### src/rtl/softmax_tile_sched.sv
// Tile scheduler for an online (flash-style) safe-softmax engine: latches one tile at a time,
// carries the running max/exp-sum between tiles and streams results plus final row statistics.
module softmax_tile_sched #(
    parameter int D_W     = 8,
    parameter int NUM     = 16,
    parameter int TILES   = 4,
    parameter int TIMEOUT = 255,
    localparam int IDX_W  = (TILES > 1) ? $clog2(TILES) : 1
) (
    input  logic                     I_CLK,
    input  logic                     I_RST_N,
    input  logic                     I_ROW_START,
    input  logic                     I_TILE_VLD,
    output logic                     O_TILE_RDY,
    input  logic [NUM-1:0][D_W-1:0]  I_TILE_DATA,
    output logic                     O_SM_START,
    output logic [NUM-1:0][D_W-1:0]  O_SM_DATA,
    output logic [D_W-1:0]           O_SM_X_MAX,
    output logic [15:0]              O_SM_EXP_SUM,
    input  logic                     I_SM_VLD,
    input  logic [D_W-1:0]           I_SM_X_MAX,
    input  logic [15:0]              I_SM_EXP_SUM,
    input  logic [NUM-1:0][D_W-1:0]  I_SM_DATA,
    output logic                     O_OUT_VLD,
    input  logic                     I_OUT_RDY,
    output logic [NUM-1:0][D_W-1:0]  O_OUT_DATA,
    output logic [IDX_W-1:0]         O_OUT_IDX,
    output logic                     O_OUT_LAST,
    output logic [D_W-1:0]           O_ROW_MAX,
    output logic [15:0]              O_ROW_SUM,
    output logic                     O_ROW_DONE,
    output logic                     O_BUSY,
    output logic                     O_ERR
);

    localparam int WD_W = (TIMEOUT > 0) ? $clog2(TIMEOUT + 1) : 1;
    localparam logic [D_W-1:0]   MIN_NEG  = {1'b1, {(D_W-1){1'b0}}};
    localparam logic [IDX_W-1:0] LAST_IDX = IDX_W'(TILES - 1);
    localparam logic [WD_W-1:0]  WD_LIMIT = WD_W'(TIMEOUT);

    typedef enum logic [1:0] {
        S_IDLE      = 2'd0,
        S_WAIT_TILE = 2'd1,
        S_RUN       = 2'd2,
        S_OUT       = 2'd3
    } state_t;

    state_t           state_r;
    logic [D_W-1:0]   run_max_r;
    logic [15:0]      run_sum_r;
    logic [IDX_W-1:0] tile_cnt_r;
    logic [WD_W-1:0]  wd_r;

    // Row sequencer: state, running statistics and every registered output.
    always_ff @(posedge I_CLK or negedge I_RST_N) begin
        if (!I_RST_N) begin
            state_r      <= S_IDLE;
            run_max_r    <= MIN_NEG;
            run_sum_r    <= 16'h0000;
            tile_cnt_r   <= '0;
            wd_r         <= '0;
            O_TILE_RDY   <= 1'b0;
            O_SM_START   <= 1'b0;
            O_SM_DATA    <= '0;
            O_SM_X_MAX   <= '0;
            O_SM_EXP_SUM <= 16'h0000;
            O_OUT_VLD    <= 1'b0;
            O_OUT_DATA   <= '0;
            O_OUT_IDX    <= '0;
            O_OUT_LAST   <= 1'b0;
            O_ROW_MAX    <= '0;
            O_ROW_SUM    <= 16'h0000;
            O_ROW_DONE   <= 1'b0;
            O_BUSY       <= 1'b0;
            O_ERR        <= 1'b0;
        end else begin
            O_ROW_DONE <= 1'b0;
            case (state_r)
                S_IDLE: begin
                    if (I_ROW_START) begin
                        run_max_r  <= MIN_NEG;
                        run_sum_r  <= 16'h0000;
                        tile_cnt_r <= '0;
                        O_TILE_RDY <= 1'b1;
                        O_BUSY     <= 1'b1;
                        state_r    <= S_WAIT_TILE;
                    end
                end
                S_WAIT_TILE: begin
                    if (I_TILE_VLD) begin
                        O_SM_DATA    <= I_TILE_DATA;
                        O_SM_X_MAX   <= run_max_r;
                        O_SM_EXP_SUM <= run_sum_r;
                        O_SM_START   <= 1'b1;
                        O_TILE_RDY   <= 1'b0;
                        wd_r         <= '0;
                        state_r      <= S_RUN;
                    end
                end
                S_RUN: begin
                    // A done pulse on the expiry cycle still counts as success.
                    if (I_SM_VLD) begin
                        O_SM_START <= 1'b0;
                        run_max_r  <= I_SM_X_MAX;
                        run_sum_r  <= I_SM_EXP_SUM;
                        O_OUT_DATA <= I_SM_DATA;
                        O_OUT_IDX  <= tile_cnt_r;
                        O_OUT_LAST <= (tile_cnt_r == LAST_IDX);
                        O_OUT_VLD  <= 1'b1;
                        wd_r       <= '0;
                        state_r    <= S_OUT;
                    end else if (wd_r == WD_LIMIT) begin
                        O_ERR      <= 1'b1;
                        O_SM_START <= 1'b0;
                        O_BUSY     <= 1'b0;
                        wd_r       <= '0;
                        state_r    <= S_IDLE;
                    end else begin
                        wd_r <= wd_r + WD_W'(1);
                    end
                end
                S_OUT: begin
                    if (I_OUT_RDY) begin
                        O_OUT_VLD <= 1'b0;
                        if (O_OUT_LAST) begin
                            O_ROW_MAX  <= run_max_r;
                            O_ROW_SUM  <= run_sum_r;
                            O_ROW_DONE <= 1'b1;
                            O_BUSY     <= 1'b0;
                            state_r    <= S_IDLE;
                        end else begin
                            tile_cnt_r <= tile_cnt_r + IDX_W'(1);
                            O_TILE_RDY <= 1'b1;
                            state_r    <= S_WAIT_TILE;
                        end
                    end
                end
                default: begin
                    O_TILE_RDY <= 1'b0;
                    O_SM_START <= 1'b0;
                    O_OUT_VLD  <= 1'b0;
                    O_BUSY     <= 1'b0;
                    state_r    <= S_IDLE;
                end
            endcase
        end
    end

endmodule
### config.mk
export PLATFORM = sky130hd
export DESIGN_NAME = softmax_tile_sched
export DESIGN_NICKNAME = d
export VERILOG_FILES = /design/src/rtl/softmax_tile_sched.sv
export SDC_FILE = /design/constraint.sdc
export NUM_CORES = 1
export LEC_CHECK = 0
export CORE_AREA = 2 2 235 237
export DETAILED_ROUTE_END_ITERATION = 7
export DIE_AREA = 0 0 237 239
export GPL_TIMING_DRIVEN = 0
export MAX_ROUTING_LAYER = met4
export SLEW_MARGIN = 20
export SYNTH_ARGS = -nofsm -noshare
export SYNTH_HDL_FRONTEND = slang
export SYNTH_SLANG_ARGS = --single-unit
### constraint.sdc
create_clock -name I_CLK -period 3.1 [get_ports I_CLK]
set_input_delay 0.62 -clock I_CLK [delete_from_list [all_inputs] [get_ports I_CLK]]
set_output_delay 0.62 -clock I_CLK [all_outputs]
set_load 0.03 [all_outputs]
[Yosys cells after proc, flatten, opt, wreduce, memory -nomap -nowiden]
Cells that the tools add are included.
Word-level totals
  register bits after elaboration: 349
  input port bits: 286
  output and inout bits: 313
  word-level logic and storage cells: 125
Operators by class
  add/sub/neg operators: 2
  equality and inequality tests: 14
  multiplexer cells: 40
  bitwise logic cells: 1
  reduce and logical (&&, ||, !) cells: 19
Operators with widths (count)
  8-bit two-way mux: 5
  16-bit two-way mux: 2
  16-bit case mux with 2 select lines: 1
  8-bit case mux with 2 select lines: 2
  1-bit two-way mux: 16
  2-bit two-way mux: 8
  2-bit inequality test, second input constant: 8
  3-bit AND reduction: 5
  8-bit by 1-bit adder with 8-bit output, second input constant: 1
  8-bit equality test, second input constant: 1
  2-bit case mux with 4 select lines: 1
  4-bit AND reduction: 2
  2-bit nonzero test: 4
  2-bit equality test, second input constant: 3
  1-bit case mux with 3 select lines: 2
  2-bit AND reduction: 3
  6-bit AND reduction: 1
  3-bit nonzero test: 2
  5-bit AND reduction: 1
  1-bit case mux with 2 select lines: 2
  2-bit case mux with 2 select lines: 1
  3-bit inequality test, second input constant: 1
  2-bit by 1-bit adder with 2-bit output, second input constant: 1
  2-bit by 1-bit equality test with 1-bit output, second input constant: 1
  other kinds (2): 2

[Depth between registers and ports, before layout]
Gate-level depths: netlist (run 1).
  word-level depth: 4
  gate-level depth with buffers: 7
  depth with buffers taken out: 5

[Least setup slack after synthesis (run 1)]
No wires, ideal clock.
  kind: input-to-reg
  start: in I_SM_VLD
  end: reg wd_r[3]
  setup time: 66 ps
  data arrival time: 1508 ps
  slack: 1526 ps
  stages: 5
  buffers on the path: 1
  cells stage by stage: or3b_1 -> buf_2 -> a21oi_4 -> a21o_1 -> a22o_1
On the way
  word-level cells in the longest chain between the ends: 2
RTL lines
  start: declaration: RTL line 20  | input logic I_SM_VLD,
  8-bit two-way mux: RTL line 102  | if (I_SM_VLD) begin
  8-bit case mux with 2 select lines: RTL line 78  | case (state_r)
  end signal: assignment: RTL line 119  | wd_r <= wd_r + WD_W'(1);
  end: declaration: RTL line 52  | logic [WD_W-1:0] wd_r;
No other way between the ends.
A chain may end at the register's enable or synchronous reset.

[Final worst setup path (run 1)]
  start: reg O_OUT_LAST
  end: out O_OUT_LAST
RTL lines
  start: declaration: RTL line 28  | output logic O_OUT_LAST,
  start signal: assignment: RTL line 108  | O_OUT_LAST <= (tile_cnt_r == LAST_IDX);
No word-level cell between the ends.

==> summary.md, run 1 <==
| Metric | Value |
|---|---|
| Status | complete, no violations |
| Post-synthesis cell area | 13300 µm² |
| Post-DP Area | 20300 µm² |
| Post-cts sizing count | 0 |
| Rows | 86 |
| Max H-tree Level | 2 |
| Max incr delay on CP | 0.75 ns |
| IO buf count | 598 |
| PD cells | about 1100 nW/µm² |
| Initial antenna violation count | 3 |
| Worst-Skew Late Latency | 0.55 ns |
| Detailed Place HPWL | 33600 µm |
| Clk sinks | 349 |
| Pleak | ~10 nW |
| Layout cell share with drive strength beyond 1 | 13.2% |
| Drt pass-1 iters | 5 |
| Final Max Slew Viols | 0 |
| RePlAce Congestion | roughly 0.81 |
| Finished Layout Cells | between 2000 and 3000 |
| I/O pin total | between 500 and 600 |
| FF+latch count, synth | 349 |
| Die ar. | 56600 µm² |
| Yosys warns | 0 |
| Sequential-to-total area share from yosys stat | between 60% and 70% |
| Root buf cell | clkbuf_16 |
| Clk buf depth | 3 |
| First-pass GRT wire length | 67400 µm |
| Internal Pwr Total | 14.4 mW |
| WP buf/inv | 1 |
| Die height | 239 µm |
| Actual slew at the worst max-slew pin | 0.876 ns |
| Fmax | roughly 0.42 GHz |
| Via/cell ratio | ~4.1 |
| Place WS | about 0.22 ns |
| Min Clock Period, post-route | 2.38 ns |
| WL final | 44800 µm |
| Sequential Power Share | 31.9% |
| Routed vias | about 11000 |
| Die span in x | 237 µm |
| Setup-failing EPs final | 0 |
| Remaining DRCs | 0 |
| Setup ws final | 0.716 ns |
| # hold bufs at CTS | 1 |
| WS Path Type | flop to output port |
| WHS | 0.472 ns |
| Layout Nets | ~2200 |
| Largest net degree at the start of global routing | between 90 and 100 |
| Post-DRT Antenna Nets | 0 |
| Synth unique cells | 41 |
| Initial core utilization | about a quarter |
| Setup Buffers After CTS | 0 |
| Number of CTS-inserted buffers | 42 |
| Critical path data arrival time | 1.76 ns |
| Slew margin rel. | 41.4% |
| Yosys top cell by area | dfrtp_1 |
| Net Sw Frac | 40.6% |
| CP max stage cell | clkdlybuf4s50_1 |
| Most instantiated cells after synthesis | nand2_1 (589), dfrtp_1 (348), mux2_2 (132), buf_2 (31), nand3_1 (26) |
| Hold crit path type | flop to flop |
| Syn_area_per_cell | 10.9 µm² |
| Peak fanout along the critical path | 6 |
| Remaining Overflow, GRT | 0 |
| WL per Instance | 17.2 µm |
| Most frequent cell after synthesis | nand2_1 |
| WP data required | 2.48 ns |
| NetSw | 9.85 mW |
| Max-cap viol count | 0 |
| RSZ-0062 raised after global routing | no |
| CTS tree | done |
| Reg clk slew, reported paths | ~0.06 ns |
| Peak VDD IR | ~0.0006 V |
| Post-Syn Instances | 1223 |
| Period utilization | 76.9% |
| Post-synth top area share | between 60 and 70% |
| Setup TNS | 0 ns |
| Gr usage total | between 10% and 20% |
| Core Region | 54300 µm² |
| Design area | around 22000 µm² |
| Cell family with most CP delay | buffers and inverters |
| DR iter-0 viols | about 430 |
| Endpoint class of the critical path | output port |
| P&R area growth vs syn | 62.7% |
| Filler cells | between 5000 and 6000 |
| Synth top area cells | dfrtp_1 (65%), nand2_1 (17%), mux2_2 (11%) |
| Post-synth EDFFs | 0 |
| Total power | 24.3 mW |
| Clock power share | about a fifth |
| Layout Skew | 0.0125 ns |
| CP Cell Sequence | clkdlybuf4s50_1 |
| Cells after DPL | 2529 |
| CP startpoint kind | flop |
| Syn nets | 1511 |
| Logic pwr share | 48.1% |
| Fraction of registers with async set or reset after synthesis | between 90% and 100% |
| Vias in the first global route | around 11000 |
| Post-synth top flop | dfrtp_1 |
| Layout Utilization | 39.9% |
| Final hold vios | 0 |
-- metal layers --
layer  track usage (%)  vias to the layer above  part of all wire (%)
met5                 -                        -                     0
met4              4.45                        0                   2.4
met3              4.47                       68                   7.1
met2              26.6                      370                    49
met1              18.8                     5181                    41
li1                  -                     5199                     -
-- area by class of cell --
| type | instances | area, µm² | area share (%) |
|---|---|---|---|
| diodes | 2 | 5.00 | 0.0231 |
| plain buffers | 65 | 358 | 1.65 |
| clock buffers | 60 | 1250 | 5.77 |
| clock inverters | 16 | 111 | 0.513 |
| inverters | 3 | 11.3 | 0.0519 |
| multi-input cells | 806 | 4230 | 19.5 |
| flip-flops and latches | 349 | 8730 | 40.3 |
| well taps | 704 | 881 | 4.06 |
| repair buffers | 603 | 6110 | 28.2 |
-- power by group through the flow --
stage	combinational, mW	clock [mW]	sequential [mW]
4_1_cts	11.8	5.03	7.77
3_3_place_gp	11.7	0	7.75
6_report	11.7	4.84	7.75
2_1_floorplan	2.77	0	11.3
3_5_place_dp	11.8	0	7.82
5_1_grt	12.4	5.20	8.01
-- sequential cells by signal, summed over array words and instances, names as in the netlist, 8 cells and up --
signal        flops
wd_r              8
O_SM_EXP_SUM     16
O_SM_X_MAX        8
run_sum_r        16
run_max_r         8
O_SM_DATA       128
O_ROW_SUM        16
O_ROW_MAX         8
O_OUT_DATA      128
-- cells in the final DEF (no fill, tap or decap), types with 2 or more instances in the layout --
cell and instances:
clkbuf_1 29, a21oi_1 5, nor3_1 2, nor2_1 8
nand2_1 589, clkbuf_8 7, clkbuf_16 45, clkinv_2 13
diode_2 2, buf_16 4, nand3b_1 2, buf_2 31
mux2_2 132, nand3_1 26, a22o_1 3, buf_4 2
mux2i_1 4, buf_1 2, o21ai_0 9, a31oi_1 2
buf_6 9, inv_1 2, clkdlybuf4s50_1 597, ha_1 2
o21ai_1 2, dfrtp_1 348, o22ai_1 2
-- final timing paths --
kind / start / endpoint / slack, ns / depth (start not counted)
setup / recovery: O_OUT_LAST / O_OUT_LAST / 0.72 / 1
max in group asynchronous: I_RST_N / O_OUT_DATA[105] / 1.47 / 4
hold reg to reg: O_SM_DATA[12] / O_SM_DATA[12] / 0.47 / 2
setup reg to reg: state_r[1] / run_max_r[0] / 1.02 / 6
hold / removal: O_SM_DATA[12] / O_SM_DATA[12] / 0.47 / 2
min in group asynchronous: I_RST_N / O_SM_DATA[104] / 0.52 / 2
-- cell families after synthesis --
| logic type | count (synthesis) | share of synthesized area [%] |
|---|---|---|
| AO/OA/AOI/OAI | 30 | 1.47 |
| AND/OR/NAND/NOR | 636 | 18.5 |
| flip-flops | 349 | 65.5 |
| multiplexers | 136 | 11.5 |
| adder cells (fa/ha/maj) | 2 | 0.188 |
| buffers and inverters | 68 | 2.77 |
| XOR/XNOR | 2 | 0.131 |
Power figures use the tool's default switching activity.
==> inputs of run 2 (changes only) <==
CORE_AREA = 2 2 234 236   (was 2 2 235 237)
DIE_AREA = 0 0 236 238   (was 0 0 237 239)
clock period = 2.15 ns   (was 3.1 ns; I/O delays follow)
==> summary.md, run 2 (synthesized netlist as in run 1, its figures left out) <==
| Metric | Value |
|---|---|
| Vias in the first global route | 11500 (+0.17%) |
| Largest registers | O_OUT_DATA: 128 flops, O_SM_DATA: 128 flops |
| Layout Nets | 2158 (unchanged) |
| WP buf/inv | 1 (unchanged) |
| Max H-tree Level | 2 (unchanged) |
| CTS tree | done |
| Layout Skew | 0.0148 ns (+0.00230 ns) |
| Drt pass-1 iters | 5 (unchanged) |
| PD cells | 1630 nW/µm² (+46%) |
| Internal Pwr Total | 21.3 mW (+48%) |
| Root buf cell | clkbuf_16 |
| Logic pwr share | 47.3% (-0.8 points) |
| Pleak | 10.2 nW (+0.84%) |
| Post-DRT Antenna Nets | 0 (unchanged) |
| Remaining DRCs | 0 (unchanged) |
| Design area | 21800 µm² (+0.54%) |
| I/O pin total | 599 (unchanged) |
| Place WS | -0.718 ns (-0.940 ns) |
| WL final | 45400 µm (+1.4%) |
| Period utilization | 98.1% |
| Register-to-Register Path Depth | 7 (+1) |
| Reg clk slew, reported paths | 0.06 ns (about the same) |
| Number of CTS-inserted buffers | 42 (unchanged) |
| Clk sinks | 349 (unchanged) |
| Endpoint class of the critical path | output port |
| WS Path Type | flop to output port |
| NetSw | 14.3 mW (+45%) |
| WL per Instance | 17.5 µm (+1.6%) |
| Fmax | 0.474 GHz |
| Final Max Slew Viols | 0 (unchanged) |
| Remaining Overflow, GRT | 0 (unchanged) |
| First-pass GRT wire length | 68400 µm (+1.5%) |
| IO buf count | 598 (unchanged) |
| Net Sw Frac | 40.2% (-0.43 points) |
| Rows | 85 (-1.2%) |
| Clk buf depth | 3 (unchanged) |
| Setup ws final | 0.0406 ns (-0.675 ns) |
| Initial antenna violation count | 2 (-1) |
| Clock power share | 21.3% (+1.4 points) |
| Hold crit path type | primary input to flop |
| Layout Utilization | 40.8% (+0.85 points) |
| Die ar. | 56200 µm² (-0.84%) |
| Sequential Power Share | 31.5% (-0.4 points) |
| P&R area growth vs syn | 63.6% |
| Setup-failing EPs final | 0 (unchanged) |
| Hold Path Depth | 3 (+1) |
| RePlAce Congestion | 0.810 (+0.62%) |
| Via/cell ratio | 4.17 (+0.61%) |
| Commonest non-fill, non-tap cells in the layout | clkdlybuf4s50_1 (590), nand2_1 (589), dfrtp_1 (348), mux2_2 (132), clkbuf_16 (45) |
| Initial core utilization | 24.9% (+0.39 points) |
| Detailed Place HPWL | 34000 µm (+1.2%) |
| Peak fanout along the critical path | 2 (-4) |
| Slew margin rel. | 53.6% (+12 points) |
| CP Depth | 1 (unchanged) |
| Die span in x | 236 µm (-0.42%) |
| Worst-Skew Late Latency | 0.55 ns (about the same) |
| Max incr delay on CP | 0.71 ns (-0.04 ns) |
| CP max stage cell | clkdlybuf4s50_1 |
| Finished Layout Cells | 2602 (-0.23%) |
| Critical path data arrival time | 1.68 ns (-0.08 ns) |
| DR iter-0 viols | 516 (+20%) |
| Final hold vios | 0 (unchanged) |
| Status | complete, no violations |
| Cell family with most CP delay | buffers and inverters |
| Layout cell share with drive strength beyond 1 | 13.4% (+0.25 points) |
| Peak VDD IR | 0.000853 V (+45%) |
| Cells after DPL | 2520 (-0.36%) |
| CP Cell Sequence | clkdlybuf4s50_1 |
| Min Clock Period, post-route | 2.11 ns |
| Die height | 238 µm (-0.42%) |
| RSZ-0062 raised after global routing | no |
| Post-DP Area | 20300 µm² (-0.19%) |
| Routed vias | 10900 (+0.38%) |
| CP startpoint kind | flop |
| Most common cell after layout, fill and taps aside | clkdlybuf4s50_1 |
| Gr usage total | 16.2% (+0.33 points) |
| WP data required | 1.72 ns (-0.76 ns) |
| Core Region | 53500 µm² (-1.6%) |
| Actual slew at the worst max-slew pin | 0.696 ns (-0.181 ns) |
| Max-cap viol count | 0 (unchanged) |
| Largest net degree at the start of global routing | 99 (+5.3%) |
-- run 2: cell count changes in the layout (fill, tap and decap cells not counted), sizes merged, moves of 2 or more --
cell           previous run  this run
bufinv                    1         3
clkbuf                   81        88
clkdlybuf4s50           597       590
clkinv                   14         5
dlygate4sd2               0         5
dlymetal6s2s              0         2
-- run 2: area by class of cell --
| cell class | count | area (µm²) |
|---|---|---|
| inverter | 3 | 11.3 |
| clock inverter | 11 | 145 |
| antenna | 2 | 5.00 |
| buffer | 64 | 357 |
| fill | 5113 | 31700 |
| tap | 696 | 871 |
| multi-input combinational | 806 | 4230 |
| sequential | 349 | 8730 |
| timing repair buffer | 604 | 6100 |
| clock buffer | 67 | 1360 |
-- run 2: metrics by stage --
step | TNS, ns | power (mW) | hold slack [ns]
2_1_floorplan | 0 | 20.3 | 0.134
3_3_place_gp | -5295.77 | 28.1 | 0.458
3_5_place_dp | -74.69 | 28.3 | 0.461
4_1_cts | 0 | 36.1 | 0.355
5_1_grt | 0 | 37.5 | 0.368
6_report | 0 | 35.6 | 0.401
-- run 2: final timing paths --
kind | from | end | slack (ns)
setup / recovery | O_OUT_DATA[48] | O_OUT_DATA[48] | 0.04
hold / removal | I_TILE_DATA[94] | O_SM_DATA[94] | 0.40
setup reg to reg | state_r[0] | O_SM_X_MAX[5] | 0.22
hold reg to reg | O_SM_DATA[120] | O_SM_DATA[120] | 0.47
max in group asynchronous | I_RST_N | O_SM_DATA[110] | 0.27
min in group asynchronous | I_RST_N | O_OUT_DATA[58] | 0.51
-- run 2: power by group through the flow --
stage	Clock (mW)	Sequential (mW)	Combinational (mW)
after floorplan	0	16.3	3.99
after global placement	0	11.2	16.9
after detailed placement	0	11.3	17.0
after CTS	7.80	11.2	17.1
after global routing	8.09	11.6	17.8
final	7.56	11.2	16.8
-- run 2: metal layers --
layer	part of all wire [%]	global-route usage, %	vias up	wire, µm
met4	2.6	5.10	0	1170
met2	49	26.9	366	22200
li1	-	-	5197	-
met1	42	19.5	5221	19200
met3	6.3	4.01	75	2880
met5	0	-	-	0
-- run 2: timing repair --
action	in CTS	in global routing
setup buffers	2	0
pin swaps	1	0
endpoints found under the setup margin	32	12
endpoints found under the hold margin	81	0
gates resized for setup	6	3
hold buffers	1	0
